### config.mk
export PLATFORM = sky130hd
export DESIGN_NAME = remote_comm
export DESIGN_NICKNAME = d
export VERILOG_FILES = /design/src/rtl/remote_comm.sv
export SDC_FILE = /design/constraint.sdc
export NUM_CORES = 1
export LEC_CHECK = 0
export CORE_ASPECT_RATIO = 0.6
export CORE_MARGIN = 5
export CORE_UTILIZATION = 40
export DETAILED_ROUTE_END_ITERATION = 10
export GPL_TIMING_DRIVEN = 0
export PLACE_DENSITY_LB_ADDON = 0.08
export SKIP_CTS_REPAIR_TIMING = 1
export SYNTH_ARGS = -nofsm -noshare
export SYNTH_HDL_FRONTEND = slang
export SYNTH_SLANG_ARGS = --single-unit
### constraint.sdc
create_clock -name clk -period 4.7 [get_ports clk]
set_input_delay 1.41 -clock clk [delete_from_list [all_inputs] [get_ports clk]]
set_output_delay 1.41 -clock clk [all_outputs]
set_load 0.005 [all_outputs]
### src/rtl/remote_comm.sv
// Host-side serial command link: 16-bit command out as two 8N1 bytes
// (high first), single-byte response in on a separate UART line.
module remote_comm #(
   parameter int BAUD_DIV = 2604
) (
   input  logic        clk,
   input  logic        rst_n,
   input  logic        RX,
   output logic        TX,
   input  logic [15:0] cmd,
   input  logic        snd_cmd,
   output logic        cmd_snt,
   output logic        resp_rdy,
   output logic [7:0]  resp
);

   localparam int CW = $clog2(BAUD_DIV + 1);
   localparam logic [CW-1:0] BIT_LAST  = CW'(BAUD_DIV - 1);
   localparam logic [CW-1:0] HALF_LAST = CW'(BAUD_DIV / 2 - 1);

   typedef enum logic [1:0] {TX_IDLE, TX_HIGH, TX_LOW, TX_DONE} tx_state_t;
   typedef enum logic [1:0] {RX_IDLE, RX_START, RX_DATA, RX_STOP} rx_state_t;

   tx_state_t     tx_state, tx_nxt;
   logic [CW-1:0] tx_baud;
   logic [3:0]    tx_bits;
   logic [9:0]    tx_shift;
   logic [7:0]    low_byte;
   logic          tx_bit_end, tx_byte_end, tx_start, tx_busy;

   rx_state_t     rx_state, rx_nxt;
   logic [CW-1:0] rx_baud;
   logic [2:0]    rx_bits;
   logic [7:0]    rx_shift;
   logic [1:0]    rx_sync_q;
   logic          rx_sync, rx_bit_end, rx_half_end;

   // ---------------- send path ----------------
   always_ff @(posedge clk or posedge rst_n) begin
      if (rst_n) tx_state <= TX_IDLE;
      else       tx_state <= tx_nxt;
   end

   always_comb begin
      tx_bit_end  = (tx_baud == BIT_LAST);
      tx_byte_end = tx_bit_end && (tx_bits == 4'd9);
      tx_busy     = (tx_state == TX_HIGH) || (tx_state == TX_LOW);
      tx_start    = 1'b0;
      tx_nxt      = tx_state;
      case (tx_state)
         TX_IDLE: if (snd_cmd) begin
            tx_start = 1'b1;
            tx_nxt   = TX_HIGH;
         end
         TX_HIGH: if (tx_byte_end) tx_nxt = TX_LOW;
         TX_LOW:  if (tx_byte_end) tx_nxt = TX_DONE;
         TX_DONE: tx_nxt = TX_IDLE;
         default: tx_nxt = TX_IDLE;
      endcase
   end

   always_ff @(posedge clk or posedge rst_n) begin
      if (rst_n) begin
         tx_baud  <= '0;
         tx_bits  <= '0;
         tx_shift <= '1;
         low_byte <= '0;
         cmd_snt  <= 1'b0;
      end else if (tx_start) begin
         low_byte <= cmd[7:0];
         tx_shift <= {1'b1, cmd[15:8], 1'b0};
         tx_baud  <= '0;
         tx_bits  <= '0;
         cmd_snt  <= 1'b0;
      end else if (tx_busy) begin
         if (tx_bit_end) begin
            tx_baud <= '0;
            // reload the low byte straight after the stop bit: no idle gap
            if (tx_bits == 4'd9) begin
               tx_bits  <= '0;
               tx_shift <= {1'b1, low_byte, 1'b0};
            end else begin
               tx_bits  <= tx_bits + 4'd1;
               tx_shift <= {1'b1, tx_shift[9:1]};
            end
         end else begin
            tx_baud <= tx_baud + 1'b1;
         end
      end else if (tx_state == TX_DONE) begin
         cmd_snt <= 1'b1;
      end
   end

   assign TX = tx_busy ? tx_shift[0] : 1'b1;

   // ---------------- receive path ----------------
   always_ff @(posedge clk or posedge rst_n) begin
      if (rst_n) rx_sync_q <= 2'b11;
      else       rx_sync_q <= {rx_sync_q[0], RX};
   end

   assign rx_sync = rx_sync_q[1];

   always_ff @(posedge clk or posedge rst_n) begin
      if (rst_n) rx_state <= RX_IDLE;
      else       rx_state <= rx_nxt;
   end

   always_comb begin
      rx_bit_end  = (rx_baud == BIT_LAST);
      rx_half_end = (rx_baud == HALF_LAST);
      rx_nxt      = rx_state;
      case (rx_state)
         RX_IDLE:  if (!rx_sync) rx_nxt = RX_START;
         RX_START: if (rx_half_end) rx_nxt = rx_sync ? RX_IDLE : RX_DATA;
         RX_DATA:  if (rx_bit_end && rx_bits == 3'd7) rx_nxt = RX_STOP;
         RX_STOP:  if (rx_bit_end) rx_nxt = RX_IDLE;
         default:  rx_nxt = RX_IDLE;
      endcase
   end

   always_ff @(posedge clk or posedge rst_n) begin
      if (rst_n) begin
         rx_baud  <= '0;
         rx_bits  <= '0;
         rx_shift <= '0;
         resp     <= '0;
         resp_rdy <= 1'b0;
      end else begin
         case (rx_state)
            RX_IDLE: begin
               rx_baud <= '0;
               rx_bits <= '0;
            end
            RX_START: begin
               // only a start bit that survives to mid-bit drops resp_rdy
               if (rx_half_end) begin
                  rx_baud <= '0;
                  if (!rx_sync) resp_rdy <= 1'b0;
               end else begin
                  rx_baud <= rx_baud + 1'b1;
               end
            end
            RX_DATA: begin
               if (rx_bit_end) begin
                  rx_baud  <= '0;
                  rx_bits  <= rx_bits + 3'd1;
                  rx_shift <= {rx_sync, rx_shift[7:1]};
               end else begin
                  rx_baud <= rx_baud + 1'b1;
               end
            end
            RX_STOP: begin
               if (rx_bit_end) begin
                  rx_baud <= '0;
                  if (rx_sync) begin
                     resp     <= rx_shift;
                     resp_rdy <= 1'b1;
                  end
               end else begin
                  rx_baud <= rx_baud + 1'b1;
               end
            end
            default: rx_baud <= '0;
         endcase
      end
   end

endmodule

==> results of run 1 <==
-- routing by layer --
| layer | up-vias | track usage | part of all wire |
|---|---|---|---|
| met5 | - | 0 | 0 |
| met4 | 0 | 0.0532 | 0.012 |
| met3 | 9 | 0.0405 | 0.037 |
| met2 | 37 | 0.182 | 0.39 |
| met1 | 1198 | 0.209 | 0.56 |
| li1 | 1226 | - | - |
-- synth_stat cells, types with 3 or more instances --
| cell type | instances | area share |
|---|---|---|
| a21oi_1 | 9 | 0.013 |
| a22o_1 | 4 | 0.0098 |
| and4bb_2 | 3 | 0.011 |
| clkbuf_1 | 5 | 0.0053 |
| dfrtp_1 | 61 | 0.43 |
| dfstp_2 | 11 | 0.081 |
| ha_1 | 12 | 0.042 |
| inv_1 | 9 | 0.0095 |
| mux2_2 | 17 | 0.054 |
| mux2_4 | 8 | 0.034 |
| nand2_1 | 47 | 0.049 |
| nand3_1 | 18 | 0.025 |
| nand4_1 | 5 | 0.0088 |
| nor2_1 | 28 | 0.029 |
| nor3_1 | 6 | 0.0084 |
| nor4_1 | 4 | 0.0070 |
| nor4b_1 | 5 | 0.012 |
| o211ai_1 | 7 | 0.015 |
| o21ai_0 | 3 | 0.0042 |
| xnor2_1 | 11 | 0.027 |
| xor2_1 | 7 | 0.017 |
-- cell families after synthesis --
| logic type | synth area share |
|---|---|
| fa+ha+maj | 0.0420 |
| buf+inv | 0.0305 |
| mux | 0.0928 |
| compound gates | 0.0613 |
| xor+xnor | 0.0441 |
| simple gates | 0.221 |
| flops | 0.508 |
-- path summary, 6_finish.rpt --
path                                            to  cells past startpoint  slack [ns]                    start
max                                             TX                      4        1.51  tx_state[0]$_DFFE_PP0P_
min                         rx_sync_q[1]$_DFF_PP1_                      0        0.36   rx_sync_q[0]$_DFF_PP1_
max reg2reg                tx_shift[1]$_DFFE_PP1P_                      7        2.38  tx_state[0]$_DFFE_PP0P_
min reg2reg                 rx_sync_q[1]$_DFF_PP1_                      0        0.36   rx_sync_q[0]$_DFF_PP1_
max in group asynchronous  tx_shift[2]$_DFFE_PP1P_                      3        2.74                    rst_n
min in group asynchronous     rx_baud[8]$_DFF_PP0_                      2        1.37                    rst_n
-- final cells by class --
| cell class | instances | area [um^2] | area share |
|---|---|---|---|
| Inverter | 9 | 36.3 | 0.00829 |
| Timing Repair Buffer | 31 | 328 | 0.0749 |
| Tap cell | 112 | 140 | 0.0320 |
| Multi-Input combinational cell | 233 | 1650 | 0.377 |
| Clock buffer | 12 | 256 | 0.0586 |
| Clock inverter | 4 | 76.3 | 0.0174 |
| Buffer | 11 | 75.1 | 0.0172 |
| Sequential cell | 72 | 1820 | 0.415 |
-- power by group --
part           internal (uW)  switching (uW)  total (uW)  leakage (uW)
combinational            219             260         479      0.000894
sequential               740            54.3         795      0.000930
clock                    496             261         756      0.000159
total                   1450             575        2030       0.00198
-- sequential cells by signal, indices dropped and copies added (netlist names), 2 cells and up, named ones only --
name and flops:
tx_baud 12, rx_baud 12, low_byte 8, tx_state 2, tx_shift 9, rx_sync_q 2, rx_shift 8, tx_bits 4
rx_bits 3, resp 8
-- through the flow --
step | area, um^2 | cells | setup slack (ns) | util | total power (uW)
final | 4380 | 484 | 1.51 | 0.508 | 2030
after global routing | 4380 | 484 | 1.39 | 0.508 | 2150
after CTS | 4380 | 484 | 1.46 | 0.508 | 2060
after detailed placement | 4040 | 468 | 1.26 | 0.469 | 1290
after global placement | 4010 | 467 | 0.159 | 0.466 | 1270
after floorplan | 3570 | 325 | 1.48 | - | 1140
-- cells in the final DEF, fill, tap and decap left out, types with 6 or more instances in the layout --
master and instances:
clkdlybuf4s50_1 30, nand2_1 47, mux2_2 17, ha_1 12, dfstp_2 11, dfrtp_1 61
nor2_1 28, a21oi_1 9, xnor2_1 11, clkbuf_1 6, inv_1 8, o211ai_1 7
mux2_4 8, nand3_1 18, nor3_1 6, xor2_1 7, clkbuf_16 9
-- worst max-delay path, cell delays in order, from the launching register on --
cell and delay, ns:
dfrtp_1 0.40, inv_1 0.10, ha_1 0.37, nand2b_1 0.09, clkdlybuf4s50_1 0.50
==> run_results.csv, run 1 <==
group,metric,value,unit
global_routing,antenna_found_initial,0,
global_routing,track_usage,0.138,
place,dpl.hpwl,5000,um
route,dr.pass1.iters,4,
synth,synth-edff-count,0,
route,drc,0,
global_routing,grt_pass1_vias,2508,
route,finalWirelength,7220,um
sta,final_max_slew_viol_count,0,
route,drt_iter0_markers,114,
route,ant_nets,0,
synth,syn_avg_cell_area,11.0,um^2
place,gp_congestion,0.753,
cts,insertion_delay,0.33,ns
global_routing,grt_pass1_wl,12600,um
floorplan,pin_count,31,
route,viasPerCell,5.10,
sta,tightestPinTransition,0.530,ns
cts,cts_tree,"yes",
sta,hold_ws,0.363,ns
synth,async_flop_share,1.00,
cts,cts_buffers,9,
pwr,ir_worst_vdd,199,uV
synth,syn-num-nets,357,
sta,tns,0,ns
floorplan,die_height,83.2,um
final_layout,fillers,782,
worst_setup_path,crit_required,3.29,ns
place,port_buffers,30,
job,cap_violations,0,
pwr,p_leak,0.00198,uW
cts,cts.sink_count,72,
worst_setup_path,worstPathMaxFanout,6,
floorplan,die_area,11000,um^2
cts,htreeDepth,3,
worst_setup_path,critPathArrivalTime,1.78,ns
pwr,p_per_area,464,nW/um^2
synth,synthCells,325,
sta,hold_viol_final,0,
worst_setup_path,endpoint_kind,"primary output",
sta,finalCritPeriodShare,0.679,
cts,clk_path_buf_depth,2,
sta,finalSetupViolations,0,
worst_hold_path,hold_path_class,"flop to flop",
worst_setup_path,start_kind,"flop",
final_layout,area_growth_syn_to_layout,22.5,%
floorplan,start_util,0.415,
synth,yosysSeqAreaShare,0.508,
floorplan,core,8620,um^2
global_routing,gr-total-overflow,0,
route,avgRoutedWirePerCell,14.9,um
synth,ys_warn_count,0,
synth,yosysUniqueCellTypes,55,
cts,path_clk_slew,0.06,ns
final_layout,diodes,0,
final_layout,drive_gt1_frac,0.202,
sta,slew-limit-headroom,0.642,
route,vias,2470,
synth,synth_area,3570,um^2
final_layout,fin_nets,399,
run_status,status,"complete, no violations",
sta,min_period,3.19,ns
cts,clockRootBuffer,"clkbuf_16",
sta,clock_skew,0.0107,ns
synth,synth_ff_type,"dfrtp_1",
synth,ys_ff_latch,72,
global_routing,grt_max_degree,56,
sta,fmax,313,MHz
worst_setup_path,worst-setup-path-type,"flop to primary output",
floorplan,core.rowCount,26,
floorplan,dieWidth,132,um
sta,rsz0062_at_grt,"no",
No activity file was read; power rests on OpenSTA's default activity.
==> inputs of run 2 (changes only) <==
- clock period: 4.7 -> 2.7 ns (I/O delays scaled with it)
==> run 2 against run 1 <==
Effect of this change:
- hold slack hardly changed
- via count is 0.12% higher
- clock skew hardly changed
- global-route usage stayed put
- critical path depth stayed put
==> run_results.csv, run 2 (same netlist as run 1, synthesis figures left out) <==
group,metric,value,unit
run_status,status,"complete, no violations",
worst_setup_path,cpPeakStageDelay,0.50,ns
worst_hold_path,holdCritStartpoint,"rx_sync_q[0]$_DFF_PP1_",
worst_setup_path,worstPathMaxFanout,6,
final_layout,area_growth_syn_to_layout,22.6,%
sta,final_max_slew_viol_count,0,
sta,finalCritPeriodShare,0.947,
floorplan,dieWidth,132,um
cts,cts_buffers,9,
pwr,p_leak,0.00198,uW
worst_setup_path,r2r_start,"tx_state[0]$_DFFE_PP0P_",
pwr,seq_power_share,0.391,
sta,fin_ws,0.142,ns
place,gp_congestion,0.753,
floorplan,die_area,11000,um^2
cts,cts_tree,"yes",
route,drc,0,
place,port_buffers,30,
sta,slew-limit-headroom,0.642,
worst_hold_path,min_delay_path_depth,0,
floorplan,start_util,0.415,
worst_setup_path,critPathArrivalTime,1.75,ns
pwr,switching_share,0.283,
global_routing,gr-total-overflow,0,
sta,tightestPinTransition,0.530,ns
pwr,ir_worst_vdd,345,uV
worst_setup_path,path_delay_family,"buffers and inverters",
final_layout,fillers,781,
worst_hold_path,whs_endpoint,"rx_sync_q[1]$_DFF_PP1_",
worst_hold_path,hold_path_class,"flop to flop",
sta,min_period,2.56,ns
place,place_ws,-0.145,ns
final_layout,seq_area,1820,um^2
sta,hold_viol_final,0,
pwr,finalPower,3540,uW
final_layout,drive_gt1_frac,0.207,
pwr,p_int,2540,uW
floorplan,die_height,83.2,um
sta,clock_skew,0.0107,ns
place,dpl.hpwl,5000,um
floorplan,core.rowCount,26,
floorplan,pin_count,31,
global_routing,grt_pass1_wl,12600,um
cts,cts.sink_count,72,
worst_setup_path,worst-setup-path-type,"flop to primary output",
final_layout,top_regs,"rx_baud (12), tx_baud (12), tx_shift (9)",
worst_setup_path,start_kind,"flop",
route,finalWirelength,7220,um
pwr,pwr-share-clk,0.372,
sta,finalSetupViolations,0,
worst_setup_path,endpoint_kind,"primary output",
sta,fmax,391,MHz
worst_setup_path,slowest_stage,"clkdlybuf4s50_1",
route,dr.pass1.iters,4,
worst_setup_path,rr_endpoint,"tx_shift[1]$_DFFE_PP1P_",
route,ant_nets,0,
pwr,p_per_area,809,nW/um^2
final_layout,multiInputGateArea,1650,um^2
final_layout,fin_nets,399,
global_routing,antenna_found_initial,0,
job,cap_violations,0,
route,avgRoutedWirePerCell,14.9,um
floorplan,core,8620,um^2
route,viasPerCell,5.11,
route,vias,2473,
global_routing,grt_max_degree,56,
cts,htreeDepth,3,
worst_setup_path,critical_path.cell_chain,"inv_1, ha_2, nand2b_1, clkdlybuf4s50_1",
worst_setup_path,path_depth,4,
final_layout,most-common-layout-cells,"dfrtp_1 (61), nand2_1 (47), clkdlybuf4s50_1 (30)",
global_routing,track_usage,0.138,
cts,clk_path_buf_depth,2,
worst_setup_path,worst-path-buf-inv,2,
cts,path_clk_slew,0.06,ns
route,drt_iter0_markers,114,
sta,rsz0062_at_grt,"no",
pwr,p_sw,1000,uW
worst_setup_path,crit_required,1.89,ns
global_routing,grt_pass1_vias,2508,
worst_setup_path,worst_r2r_path_depth,7,
pwr,p_comb_frac,0.238,
final_layout,diodes,0,
final_layout,mostFrequentLayoutCell,"dfrtp_1",
cts,clockRootBuffer,"clkbuf_16",
cts,insertion_delay,0.33,ns
worst_setup_path,reg2reg_slack,0.39,ns
==> run 2: changes by cell type in the layout (fill, tap and decap cells not counted) <==
cell      delta
clkbuf_2     +1
clkbuf_1     -1
ha_2         +1
ha_1         -1
==> run 2: area by class of cell <==
class                           count  share of cell area
Multi-Input combinational cell    233               0.377
Inverter                            9             0.00828
Sequential cell                    72               0.414
Timing Repair Buffer               31              0.0748
Buffer                             11              0.0174
Clock buffer                       12              0.0586
Tap cell                          112              0.0320
Clock inverter                      4              0.0174
==> run 2: layer usage <==
layer | vias to the layer above | wire length, um | global-route usage
met1 | 1199 | 3990 | 0.209
met2 | 38 | 2850 | 0.182
li1 | 1225 | - | -
met4 | 0 | 104 | 0.0532
met3 | 11 | 271 | 0.0405
met5 | - | 0 | 0
==> run 2: worst max-delay path by stage <==
| stage | startpoint | endpoint | slack [ns] |
|---|---|---|---|
| after floorplan | rst_n | async pin | 0.08 |
| after global placement | rst_n | low_byte[3]$_DFFE_PP0P_ | -1.24 |
| after detailed placement | snd_cmd | tx_bits[2]$_DFFE_PP0P_ | -0.14 |
| after CTS | tx_state[0]$_DFFE_PP0P_ | TX | 0.06 |
| after global routing | tx_state[1]$_DFFE_PP0P_ | TX | 0.03 |
| final | tx_state[0]$_DFFE_PP0P_ | TX | 0.14 |
==> run 2: power by group through the flow <==
stage | Combinational, uW | Sequential, uW | Clock [uW]
2_1_floorplan | 604 | 1370 | 0
3_3_place_gp | 822 | 1390 | 0
3_5_place_dp | 845 | 1400 | 0
4_1_cts | 846 | 1380 | 1350
5_1_grt | 958 | 1410 | 1390
6_report | 841 | 1380 | 1320
==> run 2: through the flow <==
step           TNS [ns]  cell area [um^2]  hold WS [ns]  cells   util
3_5_place_dp      -1.18              4040         0.351    468  0.469
2_1_floorplan         0              3570         0.345    325      -
5_1_grt               0              4380         0.376    484  0.508
4_1_cts               0              4380         0.364    484  0.508
3_3_place_gp     -82.61              4010         0.346    467  0.466
6_report              0              4380         0.363    484  0.508
==> inputs of run 3 (changes only) <==
- HOLD_SLACK_MARGIN: default -> 0.08
==> results of run 3 <==
Final layout, timing and power as in run 2 (identical DEF).
